===== src/rtl/ppu_mem_loader.sv =====
// ppu_mem_loader: copies LIST (addr,data) pairs or BLOCK ranges from a source memory
// into one of NUM_CH PPU RAM write ports; cmd in, src_* read side, wr_* write side, status out.
module ppu_mem_loader #(
  parameter int ADDR_W = 16,
  parameter int DATA_W = 8,
  parameter int NUM_CH = 2,
  parameter int LEN_W  = 16,
  parameter int CH_W   = 1
) (
  input  logic              clk,
  input  logic              rst,
  input  logic              start,
  input  logic              mode,
  input  logic [CH_W-1:0]   chan,
  input  logic [ADDR_W-1:0] src_base,
  input  logic [ADDR_W-1:0] dst_base,
  input  logic [LEN_W-1:0]  len,
  input  logic              abort,
  output logic [ADDR_W-1:0] src_addr,
  output logic              src_rd_en,
  input  logic [ADDR_W-1:0] src_data,
  output logic [ADDR_W-1:0] wr_addr,
  output logic [DATA_W-1:0] wr_data,
  output logic [NUM_CH-1:0] wr_en,
  output logic              busy,
  output logic              done,
  output logic              aborted,
  output logic [LEN_W-1:0]  count
);

  typedef enum logic [2:0] {
    IDLE, LIST_A, LIST_D, BLOCK_RD, DRAIN, FIN
  } state_t;

  localparam logic [NUM_CH-1:0] ONE = NUM_CH'(1);
  localparam logic [CH_W:0]     NCH = (CH_W+1)'(NUM_CH);

  state_t state, state_d;

  logic              mode_q;
  logic [CH_W-1:0]   chan_q;
  logic [ADDR_W-1:0] dst_q;
  logic [ADDR_W-1:0] ptr;
  logic [ADDR_W-1:0] addr_q;
  logic [LEN_W-1:0]  rem;
  logic              rd_dat;
  logic              pend;
  logic              pend_dat;
  logic              abt;

  logic accept, kill, issue, issue_dat;
  logic act, act_d, last, chan_ok, dec, wr_go;

  assign chan_ok = {1'b0, chan} < NCH;
  assign last    = (rem == LEN_W'(1));
  assign act     = (state == LIST_A) || (state == LIST_D) ||
                   (state == BLOCK_RD) || (state == DRAIN);
  assign act_d   = (state_d == LIST_A) || (state_d == LIST_D) ||
                   (state_d == BLOCK_RD) || (state_d == DRAIN);
  // rem counts LIST entries or BLOCK reads still to be issued
  assign dec     = issue && !accept && (mode_q || issue_dat);
  // the source word landing now is a write payload (every BLOCK word, LIST data words)
  assign wr_go   = pend && !kill && (mode_q || pend_dat);

  always_ff @(posedge clk or negedge rst) begin
    if (!rst) state <= IDLE;
    else      state <= state_d;
  end

  always_comb begin
    state_d   = state;
    accept    = 1'b0;
    kill      = 1'b0;
    issue     = 1'b0;
    issue_dat = 1'b0;
    unique case (state)
      IDLE, FIN: begin
        state_d = IDLE;
        if (start && !abort) begin
          accept = 1'b1;
          if (len == '0 || !chan_ok) begin
            state_d = DRAIN;
          end else begin
            issue = 1'b1;
            if (!mode)                  state_d = LIST_D;
            else if (len == LEN_W'(1))  state_d = DRAIN;
            else                        state_d = BLOCK_RD;
          end
        end
      end
      LIST_A: begin
        issue   = 1'b1;
        state_d = LIST_D;
      end
      LIST_D: begin
        issue     = 1'b1;
        issue_dat = 1'b1;
        state_d   = last ? DRAIN : LIST_A;
      end
      BLOCK_RD: begin
        issue   = 1'b1;
        state_d = last ? DRAIN : BLOCK_RD;
      end
      DRAIN: begin
        if (!src_rd_en && !pend) state_d = FIN;
      end
      default: state_d = IDLE;
    endcase
    if (act && abort) begin
      kill      = 1'b1;
      issue     = 1'b0;
      issue_dat = 1'b0;
      state_d   = DRAIN;
    end
  end

  always_ff @(posedge clk or negedge rst) begin
    if (!rst) begin
      mode_q    <= 1'b0;
      chan_q    <= '0;
      dst_q     <= '0;
      ptr       <= '0;
      addr_q    <= '0;
      rem       <= '0;
      rd_dat    <= 1'b0;
      pend      <= 1'b0;
      pend_dat  <= 1'b0;
      abt       <= 1'b0;
      src_addr  <= '0;
      src_rd_en <= 1'b0;
      wr_addr   <= '0;
      wr_data   <= '0;
      wr_en     <= '0;
      busy      <= 1'b0;
      done      <= 1'b0;
      aborted   <= 1'b0;
      count     <= '0;
    end else begin
      src_rd_en <= issue;
      rd_dat    <= issue_dat;
      pend      <= src_rd_en && !kill;
      pend_dat  <= rd_dat;
      done      <= (state_d == FIN);
      busy      <= act_d;
      wr_en     <= '0;
      if (accept) begin
        mode_q  <= mode;
        chan_q  <= chan;
        dst_q   <= dst_base;
        ptr     <= src_base + ADDR_W'(1);
        rem     <= mode ? len - LEN_W'(1) : len;
        count   <= '0;
        aborted <= 1'b0;
        abt     <= !chan_ok;
      end
      if (issue) src_addr <= accept ? src_base : ptr;
      if (issue && !accept) ptr <= ptr + ADDR_W'(1);
      if (dec) rem <= rem - LEN_W'(1);
      if (pend && !pend_dat && !mode_q && !kill) addr_q <= src_data;
      if (wr_go) begin
        wr_en   <= ONE << chan_q;
        wr_data <= src_data[DATA_W-1:0];
        wr_addr <= mode_q ? dst_q : addr_q;
        count   <= count + LEN_W'(1);
        if (mode_q) dst_q <= dst_q + ADDR_W'(1);
      end
      if (kill) abt <= 1'b1;
      if (state_d == FIN && abt) aborted <= 1'b1;
    end
  end

endmodule


===== config.mk =====
export PLATFORM = sky130hd
export DESIGN_NAME = ppu_mem_loader
export DESIGN_NICKNAME = d
export VERILOG_FILES = /design/src/rtl/ppu_mem_loader.sv
export SDC_FILE = /design/constraint.sdc
export NUM_CORES = 1
export LEC_CHECK = 0
export CAP_MARGIN = 20
export CORE_MARGIN = 1.5
export CORE_UTILIZATION = 40
export CTS_BUF_LIST = sky130_fd_sc_hd__clkbuf_8
export DETAILED_ROUTE_END_ITERATION = 8
export PLACE_DENSITY_LB_ADDON = 0.12
export SLEW_MARGIN = 40
export SYNTH_ARGS = -nofsm -noshare
export SYNTH_HDL_FRONTEND = slang
export SYNTH_SLANG_ARGS = --single-unit

===== constraint.sdc =====
create_clock -name clk -period 4.4 [get_ports clk]
set_input_delay 0.44 -clock clk [delete_from_list [all_inputs] [get_ports clk]]
set_output_delay 0.44 -clock clk [all_outputs]
set_load 0.01 [all_outputs]

# After elaboration in Yosys (flattened, before gate mapping)
# Index checks and enable logic that the tools add are counted.
[word_totals]
register_bits = 135
input_bits = 70
[op_classes]
n_addsub = 6
eq_ne = 12
n_shift = 1
mux = 34
n_reduce_logical = 36
[op_table]
columns = ["cell", "count"]
rows = [
  ["two-way mux 16 bit", 12],
  ["adder 16 x 1 -> 16 bit, second input constant", 4],
  ["equality test 16 x 1 -> 1 bit, second input constant", 2],
  ["subtractor 16 x 1 -> 16 bit, second input constant", 2],
  ["two-way mux 3 bit", 8],
  ["logical NOT 16 bit", 1],
  ["one-hot mux 3 bit (5 select lines)", 1],
  ["equality test 3 x 2 -> 1 bit, second input constant", 4],
  ["equality test 3 bit, second input constant", 4],
  ["logical AND 1 bit", 12],
  ["two-way mux 1 bit", 11],
  ["nonzero test 2 bit", 5],
  ["logical OR 1 bit", 8],
  ["logical NOT 1 bit", 7],
  ["equality test 3 x 1 -> 1 bit, second input constant", 2],
  ["logical NOT 3 bit", 1],
  ["OR reduction 3 bit", 1],
  ["two-way mux 2 bit", 1],
  ["one-hot mux 1 bit (2 select lines)", 1],
  ["OR reduction 2 bit", 1],
  ["left shift 1 x 1 -> 2 bit, first input constant", 1],
]

# Depth between registers and ports, before layout
# Gate-level depths: netlist of the first run.
[logic_depth]
depth_word = 11
depth_mapped = 13

# Worst setup path before layout of the first run
# No wires, ideal clock.
[synth_timing]
path_type = "register to register"
startpoint = "register state[0]"
endpoint = "register ptr[10]"
setup_ns = 0.124
arrival_time_ns = 2.998
required_ns = 4.276
slack_ns = 1.278
path_stages_with_launch = 14
path_buffers = 4
path_cell_list = "dfrtp_1 -> buf_2 -> or2_2 -> clkbuf_1 -> nand2_1 -> buf_2 -> buf_1 -> nand2_1 -> nand2_1 -> ha_1 -> o21ai_0 -> a211oi_1 -> xor2_1 -> a211o_1"
[synth_between]
elab_chain_len = 8
elab_cells_between_ends = 19
cone_classes = "eq/ne (5); mux (4); reduce/logical (10)"
[synth_lines]
columns = ["element", "line_no", "source"]
rows = [
  ["start: declaration", "38", "state_t state, state_d;"],
  ["start signal: assignment", "67", "else state <= state_d;"],
  ["parallel branches: the longest is 8 deep, another holds two-way mux 16 bit", "n/a", ""],
  ["end signal: assignment", "150", "ptr <= src_base + ADDR_W'(1);"],
  ["end signal: assignment", "157", "if (issue && !accept) ptr <= ptr + ADDR_W'(1);"],
  ["end: declaration", "43", "logic [ADDR_W-1:0] ptr;"],
]
# Several ways; the timed one is not identified.
# A chain may end at the register's enable or synchronous reset.

# Worst setup path after layout of the first run
[layout_timing]
startpoint = "input port abort"
endpoint = "register ptr[10]"
[layout_between]
elab_chain_len = 7
elab_cells_between_ends = 12
cone_classes = "mux (6); reduce/logical (6)"
[layout_lines]
columns = ["element", "line_no", "source"]
rows = [
  ["start: declaration", "18", "input logic abort,"],
  ["logical NOT 1 bit", "79", "if (start && !abort) begin"],
  ["logical AND 1 bit", "79", ""],
  ["two-way mux 1 bit", "79", ""],
  ["one-hot mux 1 bit (2 select lines) or two-way mux 1 bit (tied branches)", "76", "unique case (state)"],
  ["two-way mux 1 bit or logical NOT 1 bit (tied branches)", "109, 157", ""],
  ["logical AND 1 bit", "157", ""],
  ["two-way mux 16 bit or nonzero test 2 bit (tied branches)", "n/a", ""],
]
# Parallel ways exist; a longest one is shown, timed or not.

==> results of run 1 <==
[flip-flops by register name, summed over array words and instances, names as in the netlist, 2 cells and up]
name,count
count,16
addr_q,16
state,3
dst_q,16
rem,16
src_addr,16
wr_data,8
wr_en,2
wr_addr,16
ptr,16
[metal layers]
layer	track usage	wire [um]	up-vias
met2	0.325	8960	190
met1	0.294	9190	3152
met3	0.0424	947	11
met5	0	0	-
li1	-	-	3219
met4	0.0561	135	0
[worst max path at each step]
| stage | to | slack (ps) | cells after the start |
|---|---|---|---|
| final | ptr[10]$_DFFE_PN0P_ | 1260 | 10 |
| after global routing | ptr[10]$_DFFE_PN0P_ | 1060 | 10 |
| after CTS | ptr[10]$_DFFE_PN0P_ | 1320 | 10 |
| after detailed placement | ptr[10]$_DFFE_PN0P_ | 840 | 10 |
| after global placement | ptr[10]$_DFFE_PN0P_ | 1000 | 10 |
| after floorplan | ptr[10]$_DFFE_PN0P_ | 1280 | 13 |
[where the power goes]
group | switching [W] | leakage (nW) | internal [W]
Combinational | 0.00114 | 1.98 | 0.00106
Clock | 0.000479 | 0.232 | 0.000686
Sequential | 0.000444 | 1.66 | 0.00175
Total | 0.00206 | 3.87 | 0.00349
[layout by cell type (no fill, tap or decap), types with 16 or more instances in the layout]
| master | Yosys | layout |
|---|---|---|
| o21ai_0 | 65 | 65 |
| clkbuf_8 | 0 | 22 |
| nand2_1 | 149 | 149 |
| nor3_1 | 16 | 16 |
| and3_1 | 17 | 17 |
| nor2_1 | 78 | 76 |
| a21oi_1 | 48 | 46 |
| mux2i_1 | 20 | 20 |
| dfrtp_1 | 135 | 135 |
| nand3_1 | 26 | 26 |
| mux2_2 | 18 | 18 |
| inv_1 | 16 | 17 |
| clkdlybuf4s50_1 | 0 | 130 |
[per-stage QoR]
stage	power, W	utilization	worst slack [ps]	instances
2_1_floorplan	0.00352	-	1280	823
3_3_place_gp	0.00438	0.491	998	1151
3_5_place_dp	0.00442	0.493	843	1152
4_1_cts	0.00560	0.519	1320	1184
5_1_grt	0.00599	0.519	1060	1184
6_report	0.00555	0.519	1260	1184
[logic make-up (layout without fill, tap and decap cells)]
group,Yosys count,in the layout
buf+inv,61,193
mux,38,38
xor+xnor,21,21
fa+ha+maj,7,7
compound gates,210,210
flops,135,135
simple gates,351,351
[layout make-up]
cell class / count / share of cell area
Clock inverter: 9 / 0.0158
Multi-Input combinational cell: 627 / 0.395
Sequential cell: 135 / 0.364
Clock buffer: 22 / 0.0326
Timing Repair Buffer: 145 / 0.155
Inverter: 17 / 0.00714
Tap cell: 229 / 0.0308
[repair_timing]
item                                    CTS  global route
endpoints found under the hold margin    43             0
hold buffers                              1             0
buffers inserted                          0             0
endpoints found under the setup margin    0             0
==> impl_metrics.json, run 1 <==
{
  "status": "completed",
  "dp_hpwl_um": 13600,
  "drtPass1Iterations": 5,
  "synth_compound_area_frac": 0.184,
  "p_leak_nw": 3.87,
  "portBuffers": 131,
  "die_area_um2": 19000,
  "ys_warn_count": 0,
  "clk_path_buf_depth": 2,
  "holdPathStages": 0,
  "ios": 132,
  "critPathRequiredTime_ps": 4720,
  "viasPerCell": 5.55,
  "hold_path_end": "pend_dat$_DFF_PN0_",
  "holdCritPathClass": "reg2reg",
  "max_freq_mhz": 318,
  "synth_largest_area_cell": "dfrtp_1",
  "yosysMostFrequentCell": "nand2_1",
  "fin_hold_ws_ps": 361,
  "crit_slowest_cell": "clkdlybuf4s50_1",
  "synth_nets": 900,
  "crit_arrival_ps": 3470,
  "n_antenna_cell": 0,
  "power_density_nw_per_um2": 598,
  "antenna_left": 0,
  "grt_pass1_wl_um": 31000,
  "synth-seq-cells": 135,
  "setup_viol": 0,
  "fin_crit_sh": 0.714,
  "cts.repair.resized": 0,
  "ir_worst_vdd_uv": 278,
  "synthTopCellsByCount": "149 x nand2_1, 135 x dfrtp_1, 78 x nor2_1, 65 x o21ai_0, 48 x a21oi_1",
  "yosysUniqueCellTypes": 67,
  "cap_violations": 0,
  "crit_path_max_incr_delay_ps": 600,
  "drc_errors": 0,
  "hold_viol": 0,
  "grt_antenna_before_repair": 0,
  "clock_latency_ps": 440,
  "maxSlewViolCount": 0,
  "postPlaceCellArea_um2": 8830,
  "crit_top_cell": "nand2_1",
  "synth_top_family_by_area": "simple AND/OR/NAND/NOR gates",
  "layout_min_cycle_time_ps": 3140,
  "multi_input_area_um2": 3660,
  "synthToLayoutAreaGrowth_pct": 27.7,
  "grt_pass1_vias": 6000,
  "overflow": 0,
  "totalWireLength_um": 19200,
  "synth_area_um2": 7280,
  "fin_skew_ps": 10.6,
  "die_w_um": 138,
  "grt_max_degree": 67,
  "synth_xor_xnor_area_share": 0.0253,
  "ys_seq_area_frac": 0.464,
  "synth.top_cells.by_area": "dfrtp_1 46%, nand2_1 7.7%, o21ai_0 4.5%, nor2_1 4.0%, a21oi_1 3.3%",
  "avgSynthCellArea_um2": 8.84,
  "r2r_end": "ptr[10]$_DFFE_PN0P_",
  "synthSimpleGateAreaFrac": 0.224,
  "drive_gt1_frac": 0.0817,
  "initial_core_util": 0.406,
  "cts.sinks": 135,
  "die_h_um": 138,
  "min_from": "rd_dat$_DFF_PN0_",
  "rows": 49,
  "drt_first_iter_violations": 626,
  "grt_usage": 0.208,
  "crit_chain": "clkdlybuf4s50_1 -> or2_0 -> nor2_2 -> nand2_1 -> nand2_1 -> ha_1 -> o21ai_0 -> a211oi_1 -> xor2_1 -> a211o_1",
  "numCtsBuffers": 17,
  "cp-startpoint": "abort",
  "relSlewSlack": 0.476,
  "synth_top_area_frac": 0.464,
  "cp_max_fo": 11,
  "globalplace.congestion": 0.850,
  "nets": 1020,
  "synthCells": 823,
  "postLayoutCellArea_um2": 9290,
  "vias": 6572,
  "startpoint_type": "input port",
  "root_buffer": "clkbuf_8",
  "synthAdderAreaFrac": 0.0120,
  "tns_ps": 0,
  "synthFlopType": "dfrtp_1",
  "cp_num_buf_inv": 1,
  "rsz0062_at_grt": "false",
  "wl_per_cell_um": 16.2,
  "crit_type": "in2reg",
  "fillers": 1729,
  "worst_pin_slew_ps": 783,
  "core_um2": 17900,
  "htree_levels": 4,
  "cts_tree": "built",
  "synth_mux_area_frac": 0.0554,
  "endpoint_kind": "flop",
  "synth_edf_count": 0,
  "reg2reg_depth": 9,
  "clkTransAtPathRegs_ps": 70,
  "seq_area_um2": 3380,
  "critical_path.top_delay_family": "compound AO/OA/AOI/OAI gates",
  "ys_async_sr_fraction": 1.00,
  "rrSetupSlack_ps": 1380,
  "rr_startpoint": "state[0]$_DFF_PN0_"
}
No activity file was read; power rests on OpenSTA's default activity.
==> run 2, diff against run 1 <==
==> constraint.sdc (replaced) <==
create_clock -name clk -period 3.11 [get_ports clk]
set_input_delay 0.311 -clock clk [delete_from_list [all_inputs] [get_ports clk]]
set_output_delay 0.311 -clock clk [all_outputs]
set_load 0.01 [all_outputs]
==> impl_metrics.json, run 2 (synthesis gave the netlist of run 1 again) <==
{
  "hold_viol": 0,
  "crit_chain": "or2_2 -> nand2_1 -> nand2_1 -> nand2_1 -> ha_1 -> o21ai_1 -> or2_1 -> mux2_2 -> a211oi_1",
  "postLayoutCellArea_um2": 9370,
  "grt_antenna_before_repair": 0,
  "combPwrFrac": 0.410,
  "critical_path.top_delay_family": "simple AND/OR/NAND/NOR gates",
  "cts_tree": "built",
  "initial_core_util": 0.406,
  "dp_hpwl_um": 13800,
  "antenna_left": 0,
  "layout_min_cycle_time_ps": 2660,
  "htree_levels": 4,
  "crit_top_cell": "nand2_1",
  "drt_first_iter_violations": 411,
  "tns_ps": 0,
  "grt_pass1_wl_um": 31300,
  "die_w_um": 138,
  "grt_pass1_vias": 6123,
  "fin_crit_sh": 0.855,
  "maxSlewViolCount": 0,
  "critPathRequiredTime_ps": 3450,
  "n_antenna_cell": 0,
  "viasPerCell": 5.48,
  "drtPass1Iterations": 5,
  "clockPowerShare": 0.196,
  "worst_pin_slew_ps": 666,
  "startpoint_type": "flop",
  "crit_path_max_incr_delay_ps": 540,
  "status": "completed",
  "power_density_nw_per_um2": 835,
  "clkTransAtPathRegs_ps": 90,
  "drive_gt1_frac": 0.0968,
  "fillers": 1713,
  "die_area_um2": 19000,
  "switchingPower_w": 0.00300,
  "globalplace.congestion": 0.805,
  "postPlaceCellArea_um2": 8940,
  "core_um2": 17900,
  "grt_max_degree": 77,
  "crit_slowest_cell": "dfrtp_1",
  "nets": 1035,
  "cp_num_buf_inv": 0,
  "p_leak_nw": 3.93,
  "clk_path_buf_depth": 2,
  "cap_violations": 0,
  "fin_skew_ps": 13.8,
  "grt_usage": 0.210,
  "p_seq_frac": 0.394,
  "switching_share": 0.383,
  "overflow": 0,
  "die_h_um": 138,
  "rows": 49,
  "drc_errors": 0,
  "crit_type": "reg2reg",
  "synthToLayoutAreaGrowth_pct": 28.8,
  "root_buffer": "clkbuf_8",
  "cts.sinks": 135,
  "p_int_w": 0.00483,
  "wl_per_cell_um": 16.2,
  "relSlewSlack": 0.556,
  "max_freq_mhz": 376,
  "layout_common_cells": "149 x nand2_1, 135 x dfrtp_1, 130 x clkdlybuf4s50_1",
  "holdCritPathClass": "reg2reg",
  "totalWireLength_um": 19400,
  "crit_arrival_ps": 3000,
  "layout_commonest_cell": "nand2_1",
  "endpoint_kind": "flop",
  "cp_max_fo": 12,
  "clock_latency_ps": 450,
  "ir_worst_vdd_uv": 375,
  "vias": 6578,
  "rsz0062_at_grt": "false",
  "ios": 132,
  "numCtsBuffers": 17,
  "portBuffers": 131,
  "setup_viol": 0
}
-- run 2: timing repair --
| action | 4_1_cts | 5_1_grt |
|---|---|---|
| resized for setup | 0 | 0 |
| setup buffers | 0 | 0 |
| endpoints found under the hold margin | 74 | 0 |
| hold buffers | 1 | 0 |
-- run 2: through the flow --
step	worst slack (ps)	util	hold slack (ps)	instances	power (W)
floorplan	61.0	-	15.4	823	0.00498
global placement	406	0.500	335	1167	0.00628
detailed placement	324	0.500	342	1167	0.00634
CTS	483	0.523	359	1200	0.00790
global route	273	0.523	363	1200	0.00844
finish	450	0.523	356	1200	0.00782
-- run 2: cell type report --
class	instances	area (um^2)	share of cell area
Sequential cell	135	3380	0.361
Timing Repair Buffer	160	1560	0.167
Clock buffer	17	234	0.0250
Multi-Input combinational cell	627	3670	0.391
Inverter	17	66.3	0.00708
Clock inverter	15	179	0.0191
Tap cell	229	287	0.0306
-- run 2: path summary, 6_finish.rpt --
check	from	to	slack, ps	depth (start not counted)
worst max-delay path	state[0]$_DFF_PN0_	ptr[12]$_DFFE_PN0P_	450	9
worst min-delay path	rd_dat$_DFF_PN0_	pend_dat$_DFF_PN0_	360	0
worst max register to register	state[0]$_DFF_PN0_	ptr[12]$_DFFE_PN0P_	450	9
worst min register to register	rd_dat$_DFF_PN0_	pend_dat$_DFF_PN0_	360	0
max in group asynchronous	rst	wr_en[0]$_DFF_PN0_	1890	3
min in group asynchronous	rst	count[15]$_DFFE_PN0P_	440	2
-- run 2: power groups by stage --
stage | Clock (W) | Sequential [W] | Combinational (W)
global route | 0.00165 | 0.00320 | 0.00359
global placement | 0 | 0.00310 | 0.00318
floorplan | 0 | 0.00305 | 0.00192
finish | 0.00153 | 0.00308 | 0.00321
detailed placement | 0 | 0.00311 | 0.00323
CTS | 0.00158 | 0.00308 | 0.00324
-- run 2: metal layers --
metal	vias up	part of all wire	track usage
li1	3237	-	-
met1	3154	0.47	0.290
met2	165	0.47	0.338
met3	22	0.039	0.0362
met4	0	0.016	0.0608
met5	-	0	0
